==> src/rtl/filter_mac_sequencer.sv <==
// Filter MAC sequencer: feeds one kernel of pixel/coefficient taps into the MAC, then rounds,
// saturates and returns the sum as one pixel. Define SEQ_ABSOLUTE_EN to output |t| instead of clamping negatives to 0.
module filter_mac_sequencer #(
  parameter int KERNEL_TAPS = 9,
  parameter int FRAC_BITS   = 10,
  parameter int PIXEL_WIDTH = 8,
  parameter int COEFF_WIDTH = 24,
  parameter int ACC_WIDTH   = 32,
  parameter int ADDR_WIDTH  = $clog2(KERNEL_TAPS)
) (
  input  logic                          clk,
  input  logic                          nreset,
  input  logic                          enable,
  input  logic                          coeff_wr_en,
  input  logic [ADDR_WIDTH-1:0]         coeff_wr_addr,
  input  logic signed [COEFF_WIDTH-1:0] coeff_wr_data,
  input  logic                          pix_valid,
  input  logic [PIXEL_WIDTH-1:0]        pix_data,
  output logic                          pix_ready,
  output logic [PIXEL_WIDTH-1:0]        mac_pixel,
  output logic signed [COEFF_WIDTH-1:0] mac_coeff,
  output logic                          mac_en,
  output logic                          mac_last,
  input  logic signed [ACC_WIDTH-1:0]   mac_result,
  output logic                          res_valid,
  output logic [PIXEL_WIDTH-1:0]        res_data,
  input  logic                          res_ready,
  output logic                          busy
);

  typedef enum logic [1:0] {S_IDLE, S_RUN, S_WAIT, S_OUT} state_t;

  localparam logic [ADDR_WIDTH-1:0]   LAST_TAP = ADDR_WIDTH'(KERNEL_TAPS - 1);
  localparam logic [ADDR_WIDTH:0]     NUM_TAPS = (ADDR_WIDTH + 1)'(KERNEL_TAPS);
  localparam logic signed [ACC_WIDTH:0] HALF   = {{ACC_WIDTH{1'b0}}, 1'b1} << (FRAC_BITS - 1);
  localparam logic signed [ACC_WIDTH:0] PIX_MAX =
    {{(ACC_WIDTH + 1 - PIXEL_WIDTH){1'b0}}, {PIXEL_WIDTH{1'b1}}};

  state_t                        state;
  logic [ADDR_WIDTH-1:0]         tap_cnt;
  logic signed [COEFF_WIDTH-1:0] coeff [KERNEL_TAPS];

  logic signed [ACC_WIDTH:0]     rounded;
  logic signed [ACC_WIDTH:0]     mag;
  logic [PIXEL_WIDTH-1:0]        norm;

  assign pix_ready = (state == S_RUN);
  assign mac_en    = pix_valid & pix_ready;
  assign mac_pixel = pix_data;
  assign mac_coeff = coeff[tap_cnt];
  assign mac_last  = mac_en & (tap_cnt == LAST_TAP);
  assign busy      = (state != S_IDLE);

  // One extra bit of headroom makes the half-LSB rounding add overflow-free.
  always_comb begin
    rounded = ($signed({mac_result[ACC_WIDTH-1], mac_result}) + HALF) >>> FRAC_BITS;
`ifdef SEQ_ABSOLUTE_EN
    mag = rounded[ACC_WIDTH] ? -rounded : rounded;
`else
    mag = rounded[ACC_WIDTH] ? '0 : rounded;
`endif
    norm = (mag > PIX_MAX) ? '1 : mag[PIXEL_WIDTH-1:0];
  end

  always_ff @(posedge clk or negedge nreset) begin
    if (!nreset) begin
      state     <= S_IDLE;
      tap_cnt   <= '0;
      res_valid <= 1'b0;
      res_data  <= '0;
      for (int unsigned i = 0; i < KERNEL_TAPS; i++) coeff[i] <= '0;
    end else begin
      case (state)
        S_IDLE: begin
          if (coeff_wr_en && ({1'b0, coeff_wr_addr} < NUM_TAPS))
            coeff[coeff_wr_addr] <= coeff_wr_data;
          if (enable) state <= S_RUN;
        end
        S_RUN: begin
          if (mac_en) begin
            if (tap_cnt == LAST_TAP) begin
              tap_cnt <= '0;
              state   <= S_WAIT;
            end else begin
              tap_cnt <= tap_cnt + ADDR_WIDTH'(1);
            end
          end
        end
        // MAC output register was loaded by the last-tap edge.
        S_WAIT: begin
          res_data  <= norm;
          res_valid <= 1'b1;
          state     <= S_OUT;
        end
        S_OUT: begin
          if (res_ready) begin
            res_valid <= 1'b0;
            state     <= enable ? S_RUN : S_IDLE;
          end
        end
        default: state <= S_IDLE;
      endcase
    end
  end

endmodule

==> config.mk <==
export PLATFORM = sky130hd
export DESIGN_NAME = filter_mac_sequencer
export DESIGN_NICKNAME = d
export VERILOG_FILES = /design/src/rtl/filter_mac_sequencer.sv
export SDC_FILE = /design/constraint.sdc
export NUM_CORES = 1
export LEC_CHECK = 0
export ABC_AREA = 1
export BUFFER_PORTS_ARGS = -buffer_cell sky130_fd_sc_hd__buf_2
export CAP_MARGIN = 20
export CORE_MARGIN = 2
export CORE_UTILIZATION = 55
export CTS_BUF_LIST = sky130_fd_sc_hd__clkbuf_8 sky130_fd_sc_hd__clkbuf_16
export CTS_CLUSTER_DIAMETER = 120
export DETAILED_ROUTE_END_ITERATION = 12
export GPL_TIMING_DRIVEN = 1
export MAX_ROUTING_LAYER = met4
export PLACE_DENSITY = 0.75
export SLEW_MARGIN = 10
export SYNTH_ARGS = -nofsm -noshare
export SYNTH_HDL_FRONTEND = slang
export SYNTH_SLANG_ARGS = --single-unit
==> constraint.sdc <==
create_clock -name clk -period 2.5 [get_ports clk]
set_clock_uncertainty 0.2 [all_clocks]
set_input_delay 0.125 -clock clk [delete_from_list [all_inputs] [get_ports clk]]
set_output_delay 0.125 -clock clk [all_outputs]
set_load 0.01 [all_outputs]
; ---- Word-level counts from Yosys, hierarchy flattened
; Index checks and enable logic that the tools add are counted.
[totals]
latch_bits = 0
output_inout_bits = 45
elab_cells = 58
mem_count = 0
reg_bits = 231
romBits = 0
ram_bits = 0
[classes]
n_mul = 0
n_lt_le_gt_ge = 5
n_addsub = 2
n_shift = 0
div = 0
n_mux = 17
n_bitwise = 4
n_eq_ne = 8
n_reduce_logical = 9
[ops]
columns = cell, n
row1 = bitwise mux 216 bit, 1
row2 = binary-select mux 24 bit (select 4 bit), 1
row3 = demux 24 bit (select 4 bit), 1
row4 = two-way mux 24 bit, 3
row5 = "adder 32 x 11 -> 33 bit, second input constant", 1
row6 = "> comparator 22 x 8 -> 1 bit, second input constant", 1
row7 = two-way mux 22 bit, 1
row8 = ">= comparator 5 bit, second input constant", 2
row9 = NOT 4 -> 5 bit, 2
row10 = two-way mux 2 bit, 4
row11 = two-way mux 8 bit, 1
row12 = one-hot mux 2 bit (4 select lines), 1
row13 = AND reduction 2 bit, 3
row14 = "less-than comparator 5 x 1 -> 1 bit, second input constant", 1
row15 = "adder 4 x 1 -> 4 bit, second input constant", 1
row16 = "equality test 2 bit, second input constant", 2
row17 = "equality test 4 bit, second input constant", 1
row18 = "less-than comparator 4 bit, second input constant", 1
row19 = two-way mux 4 bit, 1
row20 = "!= test 2 x 1 -> 1 bit, second input constant", 2
row21 = "!= test 2 bit, second input constant", 2
row22 = AND reduction 4 bit, 1
row23 = nonzero test 2 bit, 2
row24 = bitwise AND 1 bit, 2
row25 = 5 further kinds, 7

; ---- Logic depth before layout (Yosys ltp)
[depth]
ltp_word = 6
depth_mapped = 14
ltp_nobuf = 14

; ---- Least setup slack after synthesis
; Ideal clock, no wire load.
[synth_timing]
path_type = reg-to-reg
from = register tap_cnt[0]
to = register state[0]
path_slack_ps = 580
arrival_ps = 1585
n_path_buf = 2
path_stages_with_launch = 10
period_less_slack_ps = 1920
t_required_ps = 2165
path_cell_list = dfrtp_1 > buf_2 > inv_2 > clkbuf_1 > ha_1 > nand3_1 > nand2_1 > o221ai_1 > a21oi_1 > o22ai_1
[synth_via]
elab_chain_cells = 3
[synth_lines]
columns = element, line_no
row1 = start: declaration, 40  ; logic [ADDR_WIDTH-1:0] tap_cnt;
row2 = start signal: assignment, 85  ; tap_cnt <= tap_cnt + ADDR_WIDTH'(1);
row3 = equality test 4 bit, 81  ; if (tap_cnt == LAST_TAP) begin
row4 = != test 2 x 1 -> 1 bit (no line), n/a
row5 = AND reduction 4 bit (no line), n/a
row6 = end signal: assignment, 98  ; state <= enable ? S_RUN : S_IDLE;
row7 = end: declaration, 39  ; state_t state;
; Every way passes these cells.
; A chain may end at the register's enable or synchronous reset.

; ---- Worst setup path after layout
[layout_timing]
from = register tap_cnt[0]
to = output mac_coeff[17]
[layout_via]
elab_chain_cells = 4
[layout_lines]
columns = element, line_no
row1 = NOT 4 -> 5 bit (not written as such), 50  ; assign mac_coeff = coeff[tap_cnt];
row2 = binary-select mux 24 bit (select 4 bit), 50
row3 = two-way mux 24 bit (not written as such) (2 in a row), 50
row4 = end: declaration, 21  ; output logic signed [COEFF_WIDTH-1:0] mac_coeff,
; Every way passes these cells. The select of a mux whose other input is x is not followed.

==> impl_metrics.tcl <==
set metrics [dict create \
    synthesis.instances 1332 \
    root_buffer "clkbuf_16" \
    dr.first_iter.drc_count 754 \
    combPwrFrac_pct 37.5 \
    required_ns 2.17 \
    clkPwrFrac_pct 24.7 \
    cts_tree "built" \
    vias 9656 \
    cts_buffers 24 \
    nets 1509 \
    h-tree-depth 1 \
    synth-xor-area-share_pct 0.716 \
    clk_latency_ns 0.51 \
    crit_type "reg -> out" \
    dr.pass1.iters 5 \
    met2_usage_pct 45.3 \
    rr_startpoint "tap_cnt[1]" \
    syn_area_mm2 0.0110 \
    synth_ff_type "dfrtp_1" \
    synth_top_family_by_area "compound AO/OA/AOI/OAI gates" \
    maxCapViolations 0 \
    routedWlPerCell_um 16.9 \
    slowest_stage "dfrtp_2" \
    avgSynthCellArea_um2 8.26 \
    core_mm2 0.0195 \
    hold_path_depth 6 \
    period_needed_ns 2.47 \
    dp_hpwl_mm 16.1 \
    synth-edff-count 0 \
    period_share_pct 98.8 \
    vdd_ir_drop_max_mv 0.799 \
    p_switching_w 0.00519 \
    initial_core_util_pct 56.4 \
    layout_setup_ws_ns 0.0301 \
    crit_fanout 49 \
    internal-power_w 0.00891 \
    cp_top_family "flip-flops" \
    hold_start "mac_result[19]" \
    synth_nets 1414 \
    die_area_mm2 0.0212 \
    cp-start-kind "flop" \
    finalPower_w 0.0141 \
    synth.area.mux_share_pct 0 \
    synthToLayoutAreaGrowth_pct 18.9 \
    status "finished clean" \
    synth_cell_types 34 \
    synthArstFlopShare_pct 100 \
    grt_start_max_net_pins 99 \
    die_h_um 145 \
    yosys_warnings 0 \
    grt_pass1_wl_mm 47.3 \
    ant_nets 0 \
    synth.top_cell.area_share_pct 52.5 \
    startpoint "tap_cnt[0]" \
    setup_viol 0 \
    port_buffers 93 \
    die_w_um 145 \
    gp_congestion 0.857 \
    swShare_pct 36.8 \
    r2r_cells 9 \
    synthSimpleGateAreaFrac_pct 18.1 \
    grt_overflow 0 \
    arrival_ns 2.14 \
    finalHoldViolations 0 \
    critical-path-max-stage-delay_ns 0.49 \
    leakage_nw 6.04 \
    antennaDiodeCount 0 \
    setup.worst_path.end_class "output port" \
    seq_power_share_pct 37.8 \
    fmax_mhz 405 \
    slew_headroom_pct 68.7 \
    path_clk_slew_ns 0.06 \
    cts_buffer_depth 3 \
    worstPathCellList "buf_16 -> o21ai_0 -> o221ai_1 -> nand3_1 -> o21ai_0 -> buf_2" \
    slew_viol_final 0 \
    grt_pass1_vias 9415 \
    viasPerCell 5.65 \
    worst_slew_pin_slew_ns 0.469 \
    crit_buf_inv 2 \
    cp.depth 6 \
    place_ws_ns 0.439 \
    synth_top_cell_by_area "dfrtp_1" \
    grtUsageMet1_pct 37.9 \
    met3_usage_pct 3.13 \
    drive_gt1_share_pct 12.6 \
    synthTopCellsByArea "dfrtp_1, o21ai_0, nand2_1" \
    drt-total-wl_mm 28.9 \
    ioPinCount 119 \
    synth-adder-area-share_pct 0.909 \
    grt_setup_unrepaired "yes" \
    ys_ff_latch 231 \
    crit_path_frequent_cell "o21ai_0" \
    grt-busiest-layer "met2" \
    grt.total_usage_pct 27.8 \
    min_path_type "in -> reg" \
    drcViolationCount 0 \
    p_per_area_mw_per_mm2 1080 \
    final_util_pct 67.0 \
    ys_seq_area_share_pct 52.5 \
    std_cell_rows 51 \
    antenna_found_initial 0 \
    cts.sinks 231 \
    synth_compound_area_share_pct 21.1 \
]
-- stage by stage --
stage / cells / hold WS (ns) / cell area, um2 / setup TNS, ns
finish: 1709 / 0.0405 / 13100 / 0
CTS: 1708 / 0.0285 / 13000 / 0
global placement: 1621 / -0.164 / 11800 / 0
global route: 1709 / 0.0500 / 13100 / -0.227
detailed placement: 1621 / -0.165 / 11800 / 0
floorplan: 1332 / -0.371 / 11000 / 0
-- worst paths after layout --
check / to / slack, ns
max in group asynchronous: coeff[70] / 1.10
hold / removal: res_data[4] / 0.04
setup / recovery: mac_coeff[17] / 0.03
hold reg to reg: coeff[169] / 0.28
min in group asynchronous: coeff[9] / 0.54
setup reg to reg: state[0] / 0.05
-- cell usage after synthesis, types with 3 or more instances --
cell type / count
buf_6: 4
o21bai_1: 4
dfrtp_1: 231
nand3b_1: 3
nor2_2: 4
nor2_1: 144
a21oi_1: 14
nand2_2: 5
o21ai_0: 334
nor2_4: 4
ha_1: 8
o22ai_1: 10
buf_2: 22
xor2_1: 7
o211ai_1: 9
nand4_1: 7
o21ai_1: 7
nand2_1: 283
inv_1: 71
o221ai_1: 40
nand3_1: 35
clkbuf_1: 58
buf_4: 11
-- power by group through the flow --
stage | Sequential (W) | Combinational, W | Clock, W
6_report | 0.00533 | 0.00529 | 0.00349
5_1_grt | 0.00546 | 0.00593 | 0.00369
4_1_cts | 0.00532 | 0.00512 | 0.00354
3_5_place_dp | 0.00535 | 0.00492 | 0
3_3_place_gp | 0.00532 | 0.00482 | 0
2_1_floorplan | 0.00522 | 0.00332 | 0
-- layout by cell type (no fill, tap or decap), types with 3 or more instances in the layout --
cell	synthesis	routed
ha_1	8	7
o22ai_1	10	10
inv_1	71	79
nand2_1	283	283
o21ai_1	7	9
clkbuf_8	0	7
a21oi_1	14	14
clkbuf_16	0	26
buf_12	0	16
dlygate4sd3_1	0	41
xor2_1	7	7
o211ai_1	9	9
nor2_4	4	4
nor2_2	4	4
clkinv_2	0	3
nand2_2	5	5
o21bai_1	4	4
dfrtp_1	231	230
o21ai_0	334	332
buf_2	22	92
nand4_1	7	7
nand3b_1	3	3
nor2_1	144	144
nand3_1	35	33
buf_4	11	8
nand3_2	1	3
o221ai_1	40	40
-- metal layers --
metal,wire (um),vias to the layer above
met4,547,0
li1,-,4658
met3,1740,51
met2,13800,306
met1,12800,4641
met5,0,-
-- worst reg2reg max path, delay by kind of cell (launching register included) --
| family | cells | cell delay, ns |
|---|---|---|
| compound gates | 3 | 0.44 |
| fa+ha+maj | 1 | 0.22 |
| buf+inv | 3 | 0.91 |
| flops | 1 | 0.39 |
| simple gates | 2 | 0.17 |
-- area by class of cell --
cell class / count / area (um2)
clock buffers: 31 / 708
clock inverters: 12 / 73.8
fillers: 1629 / 6440
inverters: 74 / 294
multi-input cells: 932 / 4510
flip-flops and latches: 231 / 5780
well taps: 265 / 332
repair buffers: 164 / 1380
-- cells by family after synthesis --
family	after synthesis
buffers and inverters	169
flip-flops	231
AND/OR/NAND/NOR	492
AO/OA/AOI/OAI	423
XOR/XNOR	9
adder cells (fa/ha/maj)	8
-- sequential cells by signal, summed over array words and instances, names as in the netlist --
register,cells
coeff,216
res_data,8
res_valid,1
state,2
tap_cnt,4
-- timing repair --
item / in CTS / in global routing
cloned: 0 / 1
hold buffers: 42 / 0
buffers inserted: 2 / 0
pin swaps: 0 / 1
endpoints found under the hold margin: 462 / 0
resized for setup: 5 / 10
endpoints found under the setup margin: 17 / 25
(Power assumes the default switching activity.)
